**config.mk**
```make
export PLATFORM = sky130hd
export DESIGN_NAME = uart_tx_flat
export DESIGN_NICKNAME = d
export VERILOG_FILES = /design/src/rtl/uart_pkg.sv /design/src/rtl/uart_tx_if.sv /design/src/rtl/uart_baud_cnt.sv /design/src/rtl/uart_tx.sv /design/src/flat_wrapper.sv
export SDC_FILE = /design/constraint.sdc
export NUM_CORES = 1
export LEC_CHECK = 0
export CAP_MARGIN = 15
export CORE_UTILIZATION = 25
export CTS_CLUSTER_DIAMETER = 150
export DETAILED_ROUTE_END_ITERATION = 6
export GPL_ROUTABILITY_DRIVEN = 0
export GPL_TIMING_DRIVEN = 0
export MAX_ROUTING_LAYER = met4
export PLACE_DENSITY = 0.42
export SLEW_MARGIN = 20
export SYNTH_ARGS = -nofsm -noshare
export SYNTH_HDL_FRONTEND = slang
export SYNTH_SLANG_ARGS = --single-unit
```
**constraint.sdc**
```tcl
create_clock -name clk -period 2.6 [get_ports clk]
set_input_delay 0.26 -clock clk [delete_from_list [all_inputs] [get_ports clk]]
set_output_delay 0.26 -clock clk [all_outputs]
set_load 0.01 [all_outputs]
```
**src/rtl/uart_pkg.sv**
```systemverilog
// ============================================================================
// Module      : uart_pkg
// Description : Shared UART constants and FSM state type (used by tx and rx).
//               Optional parity build controlled by UART_TX_PARITY_EN.
// Revision    : 1.0 - initial release
// ============================================================================
`default_nettype none

package uart_pkg;

    localparam int DATA_BITS            = 8;
    localparam int CLKS_PER_BIT_DEFAULT = 16;
    localparam int BIT_IDX_W            = $clog2(DATA_BITS);

    typedef enum logic [2:0] {
        IDLE   = 3'd0,
        START  = 3'd1,
        DATA   = 3'd2,
        STOP   = 3'd4
`ifdef UART_TX_PARITY_EN
        ,
        PARITY = 3'd3
`endif
    } uart_state_t;

endpackage

`default_nettype wire

```
**src/rtl/uart_tx_if.sv**
```systemverilog
// ============================================================================
// Module      : uart_tx_if
// Description : Byte handshake between a producer and the UART transmitter.
// Revision    : 1.0 - initial release
// ============================================================================
`default_nettype none

interface uart_tx_if;
    import uart_pkg::*;

    logic                 valid_in;
    logic [DATA_BITS-1:0] data_in;
    logic                 ready_out;
    logic                 busy_out;

    modport master (output valid_in, data_in, input ready_out, busy_out);
    modport slave  (input valid_in, data_in, output ready_out, busy_out);

endinterface

`default_nettype wire

```
**src/rtl/uart_baud_cnt.sv**
```systemverilog
// ============================================================================
// Module      : uart_baud_cnt
// Description : Bit-period counter with synchronous clear; end_bit marks the
//               last clock of each bit period.
// Revision    : 1.0 - initial release
// ============================================================================
`default_nettype none

module uart_baud_cnt
    import uart_pkg::*;
#(
    parameter int CLKS_PER_BIT = CLKS_PER_BIT_DEFAULT
) (
    input  wire logic clk,
    input  wire logic n_rst,
    input  wire logic clr,
    output logic      end_bit
);

    localparam int CNT_W = (CLKS_PER_BIT > 1) ? $clog2(CLKS_PER_BIT) : 1;
    localparam logic [CNT_W-1:0] c_last = CNT_W'(CLKS_PER_BIT - 1);

    logic [CNT_W-1:0] r_cnt;
    logic             w_last;

    assign w_last  = (r_cnt == c_last);
    assign end_bit = w_last & ~clr;

    always_ff @(posedge clk or negedge n_rst) begin
        if (!n_rst) begin
            r_cnt <= '0;
        end else if (clr || w_last) begin
            r_cnt <= '0;
        end else begin
            r_cnt <= r_cnt + 1'b1;
        end
    end

endmodule

`default_nettype wire

```
**src/rtl/uart_tx.sv**
```systemverilog
// ============================================================================
// Module      : uart_tx
// Description : UART transmitter, 8N1 by default; 8E1 when UART_TX_PARITY_EN
//               is defined. All outputs come straight from flops.
// Revision    : 1.0 - initial release
// ============================================================================
`default_nettype none

module uart_tx
    import uart_pkg::*;
#(
    parameter int CLKS_PER_BIT = CLKS_PER_BIT_DEFAULT
) (
    input  wire logic clk,
    input  wire logic n_rst,
    uart_tx_if.slave  bus,
    output logic      tx
);

    localparam logic [BIT_IDX_W-1:0] c_last_bit = BIT_IDX_W'(DATA_BITS - 1);

    uart_state_t          r_state;
    logic [DATA_BITS-1:0] r_shift;
    logic [BIT_IDX_W-1:0] r_bit_idx;
    logic                 r_tx;
    logic                 r_ready;
    logic                 r_busy;
`ifdef UART_TX_PARITY_EN
    logic                 r_parity;
`endif

    logic w_accept;
    logic w_end_bit;
    logic w_clr;

    assign w_accept = bus.valid_in & r_ready;
    // Holding the counter cleared in IDLE gives START a full first bit.
    assign w_clr    = (r_state == IDLE);

    uart_baud_cnt #(
        .CLKS_PER_BIT (CLKS_PER_BIT)
    ) u_baud_cnt (
        .clk     (clk),
        .n_rst   (n_rst),
        .clr     (w_clr),
        .end_bit (w_end_bit)
    );

    always_ff @(posedge clk or negedge n_rst) begin
        if (!n_rst) begin
            r_state   <= IDLE;
            r_shift   <= '0;
            r_bit_idx <= '0;
            r_tx      <= 1'b1;
            r_ready   <= 1'b0;
            r_busy    <= 1'b0;
`ifdef UART_TX_PARITY_EN
            r_parity  <= 1'b0;
`endif
        end else begin
            case (r_state)
                IDLE: begin
                    if (w_accept) begin
                        r_state  <= START;
                        r_shift  <= bus.data_in;
                        r_tx     <= 1'b0;
                        r_ready  <= 1'b0;
                        r_busy   <= 1'b1;
`ifdef UART_TX_PARITY_EN
                        r_parity <= ^bus.data_in;
`endif
                    end else begin
                        r_tx    <= 1'b1;
                        r_ready <= 1'b1;
                        r_busy  <= 1'b0;
                    end
                end
                START: begin
                    if (w_end_bit) begin
                        r_state <= DATA;
                        r_tx    <= r_shift[0];
                    end
                end
                DATA: begin
                    if (w_end_bit) begin
                        if (r_bit_idx == c_last_bit) begin
                            r_bit_idx <= '0;
`ifdef UART_TX_PARITY_EN
                            r_state   <= PARITY;
                            r_tx      <= r_parity;
`else
                            r_state   <= STOP;
                            r_tx      <= 1'b1;
`endif
                        end else begin
                            r_bit_idx <= r_bit_idx + 1'b1;
                            r_shift   <= r_shift >> 1;
                            r_tx      <= r_shift[1];
                        end
                    end
                end
`ifdef UART_TX_PARITY_EN
                PARITY: begin
                    if (w_end_bit) begin
                        r_state <= STOP;
                        r_tx    <= 1'b1;
                    end
                end
`endif
                STOP: begin
                    if (w_end_bit) begin
                        r_state <= IDLE;
                        r_tx    <= 1'b1;
                        r_ready <= 1'b1;
                        r_busy  <= 1'b0;
                    end
                end
                default: begin
                    r_state <= IDLE;
                    r_tx    <= 1'b1;
                    r_ready <= 1'b0;
                    r_busy  <= 1'b0;
                end
            endcase
        end
    end

    assign bus.ready_out = r_ready;
    assign bus.busy_out  = r_busy;
    assign tx            = r_tx;

endmodule

`default_nettype wire

```
**src/flat_wrapper.sv**
```systemverilog
// flat-port wrapper written by rule: the top's interface ports become plain ports
module uart_tx_flat import uart_pkg::*;
#(
    parameter int CLKS_PER_BIT = CLKS_PER_BIT_DEFAULT
)
  (clk, n_rst, tx, bus_valid_in, bus_data_in, bus_ready_out, bus_busy_out);
  uart_tx_if bus_i ();
  input  wire logic clk;
  input  wire logic n_rst;
  output logic tx;
  input wire logic [$bits(bus_i.valid_in)-1:0] bus_valid_in;
  input wire logic [$bits(bus_i.data_in)-1:0] bus_data_in;
  output wire logic [$bits(bus_i.ready_out)-1:0] bus_ready_out;
  output wire logic [$bits(bus_i.busy_out)-1:0] bus_busy_out;
  assign bus_i.valid_in = bus_valid_in;
  assign bus_i.data_in = bus_data_in;
  assign bus_ready_out = bus_i.ready_out;
  assign bus_busy_out = bus_i.busy_out;
  uart_tx #(.CLKS_PER_BIT(CLKS_PER_BIT)) u_core (.clk(clk), .n_rst(n_rst), .bus(bus_i), .tx(tx));
endmodule
```
==> impl_results.md <==
* Critical path endpoint category: register
* CP Max Fanout at 9
* Top cells by area, synth: dfrtp_1 47%, a2bb2oi_1 5.7%, o22ai_1 4.7%
* H-Tree Level Count at 1
* Wire length on met2 at 1024 µm
* Initial DRC Count at 42
* Mapped Cells at 98
* Crit path DAT at 2.16 ns
* P&R area growth vs syn at 22.34%
* Largest area contributor in the netlist: dfrtp_1
* Final Critical Period at 1.978 ns
* Startpoint Class: register
* Hold_buf cts at 0
* Final hold violation count at 0
* Leakage at 0.5486 nW
* Grt ovf at 0
* Syn Nets at 112
* Commonest cells post-synth: 20 x dfrtp_1, 8 x o22ai_1, 7 x a2bb2oi_1, 7 x nor2_1, 6 x o21ai_0
* CTS Buf Count at 3
* Area share of the largest cell type after synthesis at 46.78%
* Detailed Place HPWL at 1577 µm
* Initial Util at 26.36%
* Clock root cell: clkbuf_8
* Synth unique cells at 34
* Worst vdd ir at 0.0002756 V
* Worst-path clk slew at 0.08 ns
* Initial antenna violation count at 0
* Layout cells sized above 1 at 13.04%
* Std-Cell Core Area at 4058 µm²
* Routed WL at 2156 µm
* PD cells at 878.9 nW/µm²
* Final layout net count at 130
* Die Span Y at 67.42 µm
* Total Routing Usage GR at 11.79%
* Largest net degree at the start of global routing at 22
* Setup bufs post-CTS at 0
* Flop pwr share at 47.1%
* Clk sinks at 21
* Global-route wire length before repair at 3788 µm
* Antenna diodes at 0
* Fin cells at 165
* Peak Freq at 505.5 MHz
* Warnings from Yosys at 0
* Worst Path Class, Setup: reg2reg
* Net load switching power at 0.3689 mW
* Via/cell ratio at 5.055
* Post-synthesis sequential area ratio at 49.24%
* Buffers on Ports at 13
* Top sig layer: met4
* CP Data Required Time at 2.79 ns
* WL/cell at 13.07 µm
* WL met3 at 61 µm
* Synth Register Bits at 21
* Synth Flop Type: dfrtp_1
* Syn_area_per_cell at 10.92 µm²
* Rel. slew slack at 35.15%
* Switching share of power at 32.07%
* Combinational Power Share at 34.5%
* Setup TNS at 0 ns
* Setup Viol. Count Final at 0
* RSZ-0062 raised after global routing: no
* Post-synth ARST share at 100.0%
* Transition time of the tightest slew-check pin at 0.9697 ns
* Die width at 67.42 µm
* EDFF count, synth at 0
* Pwr Total at 1.150 mW
* Hold_ws at 0.5110 ns
* Clock power share at 18.5%
* Status: finished, final reports clean
* Row count at 23
* DR vias at 834
* Final worst path period share at 76.09%
* Vias in the first global route at 850
* Resize count post-CTS at 0
* Ports at 14
* Min-Delay Path Class: reg2reg
* CTS tree: built
* Worst-Skew Late Latency at 0.26 ns
* Max Cap Viol at 0
* Routed metal-1 wirelength at 1022 µm
* Post-route ant nets at 0
* Drt first pass iters at 4
* Pint at 0.7814 mW
* DR DRC count at 0
* Final Max Slew Viols at 0
* Full die area at 4545 µm²
* Dpl cells at 161
* Cell with the most instances after synthesis: dfrtp_1
* Clock buffer depth at 2
* Cell Area, Synth at 1070 µm²
* Worst clock skew at 0.003924 ns
-- final cells by class --
| cell class | instances | area, µm² |
|---|---|---|
| inverter | 2 | 7.507 |
| sequential | 21 | 526.8 |
| multi-input combinational | 70 | 499.2 |
| clock inverter | 1 | 5.005 |
| buffer | 5 | 36.28 |
| timing repair buffer | 13 | 130.1 |
| tap | 50 | 62.56 |
| clock buffer | 3 | 41.29 |
| fill | 418 | 2749 |
-- worst max-delay path, cell delays in order, from the launching register on --
cell	delay, ns
dfrtp_1	0.40
ha_1	0.21
ha_1	0.21
nand2b_1	0.19
a21boi_4	0.28
a21boi_2	0.43
a2bb2oi_1	0.19
-- final timing paths --
check / from / end / slack [ns] / cells after the start
max: u_core.r_bit_idx[0] / u_core.r_shift[2] / 0.62 / 6
min: u_core.u_baud_cnt.r_cnt[0] / u_core.u_baud_cnt.r_cnt[0] / 0.51 / 1
max reg2reg: u_core.r_bit_idx[0] / u_core.r_shift[2] / 0.62 / 6
min reg2reg: u_core.u_baud_cnt.r_cnt[0] / u_core.u_baud_cnt.r_cnt[0] / 0.51 / 1
max in group asynchronous: n_rst / u_core.bus.ready_out / 1.48 / 1
min in group asynchronous: n_rst / u_core.r_shift[0] / 0.53 / 1
-- per-layer routing --
metal,vias up,GRT usage [%]
li1,398,-
met1,418,12.99
met2,12,19.75
met3,6,2.534
met4,0,6.383
met5,-,-
-- layout by cell type (no fill, tap or decap), types with 4 or more instances in the layout --
cell	instances
dfrtp_1	20
clkdlybuf4s50_1	13
o22ai_1	8
nor2_1	7
a2bb2oi_1	7
o21ai_0	6
nor3_1	4
nand2_1	4
nor2b_1	4
-- logic make-up after synthesis --
kind of cell / synth area share (%)
muxes: 3.508
buffers and inverters: 4.093
AOI/OAI and AO/OA: 23.04
xor gates and xnor gates: 1.638
and+or+nand+nor: 14.97
DFF: 49.24
adders and majority gates: 3.509
-- flip-flops by register name, summed over array words and instances, names as in the netlist --
register / flops
u_core.r_state: 3
u_core.r_shift: 8
u_core.u_baud_cnt.r_cnt: 4
u_core.bus.ready_out: 1
u_core.bus.busy_out: 1
u_core.r_bit_idx: 3
u_core.tx: 1
-- metrics by stage --
| step | util [%] | instance area, µm² | worst slack [ns] |
|---|---|---|---|
| 2_1_floorplan | - | 1070 | 0.8897 |
| 3_3_place_gp | 31.11 | 1262 | 0.6508 |
| 3_5_place_dp | 31.11 | 1262 | 0.6004 |
| 4_1_cts | 32.25 | 1309 | 0.5929 |
| 5_1_grt | 32.25 | 1309 | 0.4663 |
| 6_report | 32.25 | 1309 | 0.6218 |
-- power groups by stage --
stage	Clock (mW)	Sequential (mW)	Combinational (mW)
6_report	0.212	0.541	0.396
4_1_cts	0.221	0.542	0.403
2_1_floorplan	0	0.536	0.279
3_3_place_gp	0	0.544	0.391
5_1_grt	0.238	0.560	0.445
3_5_place_dp	0	0.547	0.402
(Power assumes the default switching activity.)
